File: src/rtl/led_frame_pkg.sv
// rtl/led_frame_pkg.sv - shared types and constants for the LED frame reader
package led_frame_pkg;

  typedef enum logic [1:0] {
    IDLE  = 2'd0,
    READ  = 2'd1,
    DRAIN = 2'd2
  } state_t;

  localparam int BYTES_PER_WORD = 4;

  localparam int DEF_ADDR_W     = 12;
  localparam int DEF_CNT_W      = 11;
  localparam int DEF_FIFO_DEPTH = 8;

endpackage

File: src/rtl/led_sync_fifo.sv
// rtl/led_sync_fifo.sv - show-ahead synchronous FIFO with occupancy count
module led_sync_fifo import led_frame_pkg::*; #(
  parameter int WIDTH = 32,
  parameter int DEPTH = DEF_FIFO_DEPTH
) (
  input  logic                     clk,
  input  logic                     reset,
  input  logic                     push,
  input  logic [WIDTH-1:0]         push_data,
  input  logic                     pop,
  output logic [WIDTH-1:0]         head,
  output logic [$clog2(DEPTH):0]   used
);

  localparam int AW = $clog2(DEPTH);

  logic [WIDTH-1:0] mem [DEPTH];
  logic [AW-1:0]    wr_ptr;
  logic [AW-1:0]    rd_ptr;
  logic             do_push;
  logic             do_pop;

  // Pushes into a full FIFO and pops from an empty one are dropped.
  assign do_push = push & (used != (AW+1)'(DEPTH));
  assign do_pop  = pop & (used != '0);

  // Head entry is visible combinationally the cycle after it is written.
  assign head = mem[rd_ptr];

  // Pointer and occupancy bookkeeping; reset flushes the contents.
  always_ff @(posedge clk) begin
    if (reset) begin
      wr_ptr <= '0;
      rd_ptr <= '0;
      used   <= '0;
    end else begin
      if (do_push) wr_ptr <= wr_ptr + AW'(1);
      if (do_pop)  rd_ptr <= rd_ptr + AW'(1);
      used <= used + {{AW{1'b0}}, do_push} - {{AW{1'b0}}, do_pop};
    end
  end

  // Storage array; entries outside the valid window are never observed.
  always_ff @(posedge clk) begin
    if (do_push) mem[wr_ptr] <= push_data;
  end

endmodule

File: src/rtl/led_frame_reader.sv
// rtl/led_frame_reader.sv - Avalon-MM block reader feeding an Avalon-ST pixel packet
module led_frame_reader import led_frame_pkg::*; #(
  parameter int ADDR_W     = DEF_ADDR_W,
  parameter int CNT_W      = DEF_CNT_W,
  parameter int FIFO_DEPTH = DEF_FIFO_DEPTH
) (
  input  logic              clk,
  input  logic              reset,
  input  logic              start,
  input  logic [ADDR_W-1:0] base_addr,
  input  logic [CNT_W-1:0]  word_count,
  output logic              busy,
  output logic              done,
  output logic [ADDR_W-1:0] m_address,
  output logic              m_read,
  output logic [3:0]        m_byteenable,
  input  logic              m_waitrequest,
  input  logic [31:0]       m_readdata,
  input  logic              m_readdatavalid,
  output logic [31:0]       st_data,
  output logic              st_valid,
  input  logic              st_ready,
  output logic              st_sop,
  output logic              st_eop
);

  localparam int UW = $clog2(FIFO_DEPTH) + 1;

  state_t           state;
  logic [CNT_W-1:0] count;
  logic [CNT_W-1:0] issued;
  logic [CNT_W-1:0] sent;
  logic [UW-1:0]    outstanding;
  logic [UW-1:0]    fifo_used;
  logic [31:0]      fifo_head;

  logic             accept;
  logic             resp;
  logic             pop;
  logic             last_beat;
  logic [CNT_W-1:0] issued_nxt;
  logic [UW-1:0]    outstanding_nxt;
  logic [UW-1:0]    used_nxt;
  logic [UW:0]      in_flight_nxt;
  logic             more_to_issue;
  logic             have_credit;

  assign m_byteenable = 4'hF;

  assign accept    = m_read & ~m_waitrequest;
  // Responses with nothing outstanding are leftovers from before a reset.
  assign resp      = m_readdatavalid & (outstanding != '0);
  assign st_valid  = (fifo_used != '0);
  assign pop       = st_valid & st_ready;
  assign st_data   = st_valid ? fifo_head : 32'h0;
  assign st_sop    = st_valid & (sent == '0);
  assign st_eop    = st_valid & (sent == count - CNT_W'(1));
  assign last_beat = pop & (sent == count - CNT_W'(1));

  led_sync_fifo #(
    .WIDTH (32),
    .DEPTH (FIFO_DEPTH)
  ) u_fifo (
    .clk       (clk),
    .reset     (reset),
    .push      (resp),
    .push_data (m_readdata),
    .pop       (pop),
    .head      (fifo_head),
    .used      (fifo_used)
  );

  // Next-cycle occupancy: every word either in flight on the bus or parked in the FIFO holds a credit.
  always_comb begin
    issued_nxt      = issued + {{(CNT_W-1){1'b0}}, accept};
    outstanding_nxt = outstanding + {{(UW-1){1'b0}}, accept} - {{(UW-1){1'b0}}, resp};
    used_nxt        = fifo_used + {{(UW-1){1'b0}}, resp} - {{(UW-1){1'b0}}, pop};
    in_flight_nxt   = {1'b0, outstanding_nxt} + {1'b0, used_nxt};
    have_credit     = in_flight_nxt < (UW+1)'(FIFO_DEPTH);
    more_to_issue   = issued_nxt < count;
  end

  // Transfer FSM with counters and registered bus/status outputs.
  always_ff @(posedge clk) begin
    if (reset) begin
      state       <= IDLE;
      count       <= '0;
      issued      <= '0;
      sent        <= '0;
      outstanding <= '0;
      m_address   <= '0;
      m_read      <= 1'b0;
      busy        <= 1'b0;
      done        <= 1'b0;
    end else begin
      done        <= 1'b0;
      outstanding <= outstanding_nxt;
      if (pop) sent <= sent + CNT_W'(1);

      case (state)
        IDLE: begin
          if (start) begin
            if (word_count != '0) begin
              count     <= word_count;
              issued    <= '0;
              sent      <= '0;
              m_address <= base_addr & ~ADDR_W'(3);
              m_read    <= 1'b1;
              busy      <= 1'b1;
              state     <= READ;
            end else begin
              done <= 1'b1;
            end
          end
        end

        READ: begin
          issued <= issued_nxt;
          if (accept) m_address <= m_address + ADDR_W'(BYTES_PER_WORD);
          // While stalled, credits can only grow, so m_read and m_address hold.
          m_read <= more_to_issue & have_credit;
          if (accept && !more_to_issue) state <= DRAIN;
        end

        DRAIN: begin
          if (last_beat) begin
            done  <= 1'b1;
            busy  <= 1'b0;
            state <= IDLE;
          end
        end

        default: state <= IDLE;
      endcase
    end
  end

endmodule

File: config.mk
export PLATFORM = sky130hd
export DESIGN_NAME = led_frame_reader
export DESIGN_NICKNAME = d
export VERILOG_FILES = /design/src/rtl/led_frame_pkg.sv /design/src/rtl/led_sync_fifo.sv /design/src/rtl/led_frame_reader.sv
export SDC_FILE = /design/constraint.sdc
export NUM_CORES = 1
export LEC_CHECK = 0
export ABC_CLOCK_PERIOD_IN_PS = 10600
export BUFFER_PORTS_ARGS = -buffer_cell sky130_fd_sc_hd__clkbuf_2
export CORE_MARGIN = 2
export CORE_UTILIZATION = 40
export CTS_BUF_LIST = sky130_fd_sc_hd__clkbuf_16
export CTS_CLUSTER_DIAMETER = 200
export DETAILED_ROUTE_END_ITERATION = 8
export SETUP_SLACK_MARGIN = 0.05
export SLEW_MARGIN = 5
export SYNTH_ARGS = -nofsm -noshare
export SYNTH_HDL_FRONTEND = slang
export SYNTH_HIERARCHICAL = 1
export SYNTH_SLANG_ARGS = --single-unit
File: constraint.sdc
create_clock -name clk -period 10.6 [get_ports clk]
set_input_delay 3.18 -clock clk [delete_from_list [all_inputs] [get_ports clk]]
set_output_delay 3.18 -clock clk [all_outputs]
set_load 0.02 [all_outputs]
# --- Yosys cells after proc, flatten, opt, wreduce, memory -nomap -nowiden ---
# Memories as Yosys holds them, arrays and structs flattened. A register that Yosys moved wholly into a read port is not among the register bits.
# Cells that the tools add are included.
classes:
  n_addsub: 13
  n_lt_le_gt_ge: 2
  n_eq_ne: 9
  muxes: 30
  bitwise: 10
  n_reduce_logical: 14
ops:
  columns: ["op", "n"]
  rows:
  - ["$mux 11", 6]
  - ["$mux 12", 3]
  - ["$mux 32", 1]
  - ["$pmux 12 s2", 1]
  - ["$pmux 11 s2", 1]
  - ["$add 12x3->12 const B", 1]
  - ["$add 4x1->4", 3]
  - ["$reduce_and 4->1", 3]
  - ["$sub 4x1->4", 3]
  - ["$add 11x1->11", 1]
  - ["$add 11x1->11 const B", 1]
  - ["$eq 11x11->1", 1]
  - ["$logic_not 11->1", 1]
  - ["$lt 11x11->1", 1]
  - ["$reduce_bool 11->1", 1]
  - ["$sub 11x1->11 const B", 1]
  - ["$ne 2x2->1 const B", 5]
  - ["$and 1x1->1", 9]
  - ["$mux 1", 8]
  - ["$mux 2", 4]
  - ["$reduce_bool 4->1", 2]
  - ["$add 3x1->3 const B", 2]
  - ["$mux 3", 2]
  - ["$pmux 1 s2", 3]
  - ["other kinds (12)", 14]
totals:
  reg_bits: 64
  mem_bits_rw: 256
  in_bits: 61
  output_inout_bits: 54
  elab_cells: 91
  n_memories: 1
mem_list:
  columns: ["name", "words", "word_bits", "read_ports", "rd_clocked_by_memory_dff", "write_ports", "line", "source"]
  rows:
  - ["u_fifo.mem", 8, 32, 1, 1, 1, "led_sync_fifo.sv:17", "logic [WIDTH-1:0] mem [DEPTH];"]

# --- Depth between registers and ports, before layout ---
logic_depth:
  depth_word: 8
  mapped_depth: 15
  mapped_depth_nobuf: 14

# --- Modules after synthesis ---
# Netlist, hierarchy kept.
modules_own_cells:
  columns: ["module", "instances", "cells_per_inst", "area_per_inst_um2"]
  rows:
  - ["led_sync_fifo", 1, 449, 10448.8]
  - ["led_frame_reader", 1, 475, 3751.1]

# --- Worst setup path after synthesis ---
# Ideal clock, no wire load.
synth_path:
  path_kind: "in2reg"
  from: "in m_readdatavalid"
  to: "mem u_fifo.mem[0][0], enable pin"
  arrival_ns: 6.921
  slack_ns: 3.178
  stages: 3
  path_cell_list: "a21boi_1 > nand2_1 > nor4_1"
synth_via:
  elab_chain_cells: 4
synth_rtl:
  columns: ["element", "line", "source"]
  rows:
  - ["start: declaration", "led_frame_reader.sv:19", "input logic m_readdatavalid,"]
  - ["$and 1x1->1", "led_frame_reader.sv:52", "assign resp = m_readdatavalid & (outstanding != '0);"]
  - ["$and 1x1->1", "led_sync_fifo.sv:24", "assign do_push = push & (used != (AW+1)'(DEPTH));"]
  - ["$mux 1", "led_sync_fifo.sv:45", "if (do_push) mem[wr_ptr] <= push_data;"]
  - ["$mux 1 (implied by the code)", "led_sync_fifo.sv:45", null]
  - ["end: declaration", "led_sync_fifo.sv:17", null]
# Every way passes these cells.

# --- Worst setup path after layout ---
layout_path:
  from: "reg count[0]"
  to: "out st_eop"
layout_via:
  elab_chain_cells: 3
layout_rtl:
  columns: ["element", "line", "source"]
  rows:
  - ["start: declaration", "led_frame_reader.sv:30", "logic [CNT_W-1:0] count;"]
  - ["start signal: assignment", "led_frame_reader.sv:104", "count <= word_count;"]
  - ["$sub 11x1->11", "led_frame_reader.sv:57", "assign st_eop = st_valid & (sent == count - CNT_W'(1));"]
  - ["$eq 11x11->1", "led_frame_reader.sv:57", null]
  - ["$and 1x1->1", "led_frame_reader.sv:57", null]
  - ["end: declaration", "led_frame_reader.sv:24", "output logic st_eop"]
# Every way passes these cells.

==> results.md <==
* Status: finished, final reports clean
* Area grow syn2layout at 14.9%
* Placed cell count at about 1500
* Chip height at a little under 200 um
* Ys flop type: edfxtp_1
* Critical path class: flop to output pin
* TritonCTS clock tree: built
* Yosys reg bits at approximately 320
* Library cells used by synthesis at 68
* Hold violation count in the final report at 0
* Hold depth at 2
* WL per Instance at between 15 and 20 um
* Total Power at about 3.6 mW
* Total grt overflow at 0
* Asr flop ratio synth at 0
* Slew HR at 0.253
* Hold buffer count at CTS at 0
* Reg2reg end: m_read
* Final period utilization at 0.615
* Cts repair resizes at 0
* Worst Path Required at around 7.4 ns
* Vias in the first global route at just over 8000
* NumNets Final at 1135
* R2R cell count at 14
* Critical path arrival at 3.34 ns
* Synthesized cell area at 14200 um^2
* Final slew viol count at 0
* Finish-stage setup viols at 0
* Maximum VDD drop at roughly 0.00017 V
* R2r setup slk at 6.39 ns
* IO Pins at around 120
* Drt first pass iters at 4
* DRC Markers at 0
* Routed Antenna Nets at 0
* Clk sinks at roughly 320
* Leak at approximately 5.8 nW
* Post-route insts no fill at 1522
* Hold Startpoint: m_read
* Routed WL at 28700 um
* Final worst path period need at approximately 6.5 ns
* GP Congestion at 0.771
* PwrDens at between 200 and 250 nW/um^2
* CP Launch Type: flop
* YS warnings at 6
* Gr usage total at 0.160
* Mean Syn Cell Area at around 15 um^2
* R2r startpoint: u_fifo/used[2]
* Unrepaired setup endpoints after global routing: false
* # diodes at 0
* Root Driver: clkbuf_16
* Worst-path maximum fanout at 13
* Initial drt markers at between 400 and 500
* Core box area at 35200 um^2
* Post-synthesis sequential area ratio at 0.633
* Initial Utilization at 0.403
* Total CTS buffers at 36
* Die area at 37000 um^2
* Dpl hpwl at about 17000 um
* Post-CTS Setup Bufs at 0
* Slew @ Worst Pin at approximately 1.1 ns
* Routed vias at 8057
* Setup TNS at 0 ns
* Min-Delay Path Class: flop to flop
* H-Tree Depth at 2
* Number of I/O port buffers at between 100 and 150
* FMAX at roughly 150 MHz
* Share of cells above drive strength 1 at 0.236
* Layout Skew at around 0.023 ns
* Die width at just under 200 um
* EDFF count, synth at ~260
* Hold path endpoint: m_read
* Vias per std cell at approximately 5.3
* Crit end category: output pin
* Global-route wire length before repair at 45400 um
* Placement row count at 69
* Pin count of the biggest net entering global routing at 65
* Initial antenna violation count at 0
* Clk pin slew, worst setup/hold paths at approximately 0.060 ns
* CTS Buffer Depth at 3
* Max-cap violations at 0
* Skew-Pair Late Insertion Delay at approximately 0.54 ns
* Synth Instances at a little over 900
-- state kept, by name (all words and copies together) (netlist names), named ones only --
register	count
u_fifo/rd_ptr	3
m_address	10
busy	1
done	1
u_fifo/wr_ptr	3
issued	11
u_fifo/mem	256
state	2
count	11
outstanding	4
m_read	1
sent	11
u_fifo/used	4
-- synthesized netlist by cell type, types with 3 or more instances --
cell type / instances / area [um^2]
edfxtp_1: 256 / 7690
dfxtp_1: 65 / 1300
nor2_1: 51 / 191
mux4_1: 40 / 1050
nor2b_1: 39 / 244
a21oi_1: 37 / 185
nand2_1: 36 / 135
ha_1: 34 / 425
inv_1: 33 / 124
mux2_2: 33 / 372
clkbuf_1: 28 / 105
mux4_2: 24 / 541
o21ai_0: 24 / 120
xor2_1: 18 / 158
xnor2_1: 17 / 149
nand3_1: 16 / 80.1
nor3_1: 16 / 80.1
mux2i_1: 12 / 120
or3_1: 10 / 62.6
a21o_1: 9 / 67.6
nand2b_1: 9 / 56.3
buf_1: 8 / 30.0
buf_6: 8 / 90.1
nand4_1: 8 / 50.1
nor4_1: 7 / 43.8
buf_4: 6 / 45.0
a311oi_1: 5 / 43.8
a31oi_1: 5 / 31.3
and3_1: 5 / 31.3
nor3b_1: 5 / 37.5
a211oi_1: 4 / 30.0
a22oi_1: 3 / 22.5
a2bb2oi_1: 3 / 26.3
a31o_2: 3 / 26.3
and2_1: 3 / 18.8
fa_1: 3 / 60.1
nand3b_1: 3 / 22.5
-- stage by stage --
| stage | cell area, um^2 | hold WS (ns) | setup WS, ns | util |
|---|---|---|---|---|
| detailed placement | 15200 | 0.482 | 4.17 | 0.432 |
| global placement | 15200 | 0.477 | 4.20 | 0.432 |
| finish | 16300 | 0.483 | 4.08 | 0.463 |
| CTS | 16300 | 0.490 | 4.05 | 0.463 |
| global route | 16300 | 0.529 | 3.72 | 0.463 |
| floorplan | 14200 | 0.470 | 3.18 | - |
-- per-layer routing --
layer  wire length, um  vias up  global-route usage
li1                  -     3803                   -
met1             12700     4030               0.217
met2             13700      183               0.261
met3              1670       41              0.0333
met4               525        0              0.0440
met5                 0        -                   0
-- report_power, final --
group          internal (mW)  leakage (nW)  switching (mW)  total [mW]
sequential              1.47          2.85          0.0738        1.55
combinational          0.396          2.35           0.548       0.944
clock                  0.660         0.576           0.491        1.15
total                   2.53          5.77            1.11        3.64
-- logic make-up (layout without fill, tap and decap cells) --
kind of cell    after synthesis  count (layout)  share of synthesized area
buf+inv                      84             217                     0.0281
other cells                   2               6                   0.000529
fa+ha+maj                    37              37                     0.0342
mux                         109             109                      0.147
flops                       321             321                      0.633
xor+xnor                     36              36                     0.0235
simple gates                220             220                     0.0819
compound gates              115             115                     0.0521
-- cells in the final DEF, fill, tap and decap left out, types with 10 or more instances in the layout --
master and count:
mux2_2 33, inv_1 41, nand2_1 36, or3_1 10, xor2_1 18, mux2i_1 12
nor2b_1 39, nand3_1 16, buf_4 16, o21ai_0 24, edfxtp_1 256, mux4_2 24
mux4_1 40, nor2_1 48, xnor2_1 17, clkbuf_2 106, clkbuf_16 37, a21oi_1 37
dfxtp_1 62, ha_1 34, nor3_1 12
-- cell type report --
class	count	area, um^2
clock inverter	25	163
tap	461	577
fill	3066	18900
clock buffer	37	926
sequential	321	8990
inverter	33	124
multi-input combinational	523	4880
timing repair buffer	122	651
-- worst max-delay path, stage by stage (launching register included) --
cell       delay [ns]
dfxtp_1          0.50
inv_1            0.08
ha_1             0.38
xor3_4           0.51
nor4_1           0.37
o2111ai_1        0.18
a211oi_1         0.38
nor2b_1          0.22
clkbuf_2         0.19
-- how the worst max path moves through the flow --
stage,from,to,cells past startpoint
final,count[0],st_eop,8
after global routing,count[0],st_eop,8
after CTS,count[0],st_eop,8
after detailed placement,m_waitrequest,m_read,15
after global placement,m_waitrequest,m_read,15
after floorplan,m_readdatavalid,u_fifo/mem[0][0],3
No activity file was read; power rests on OpenSTA's default activity.
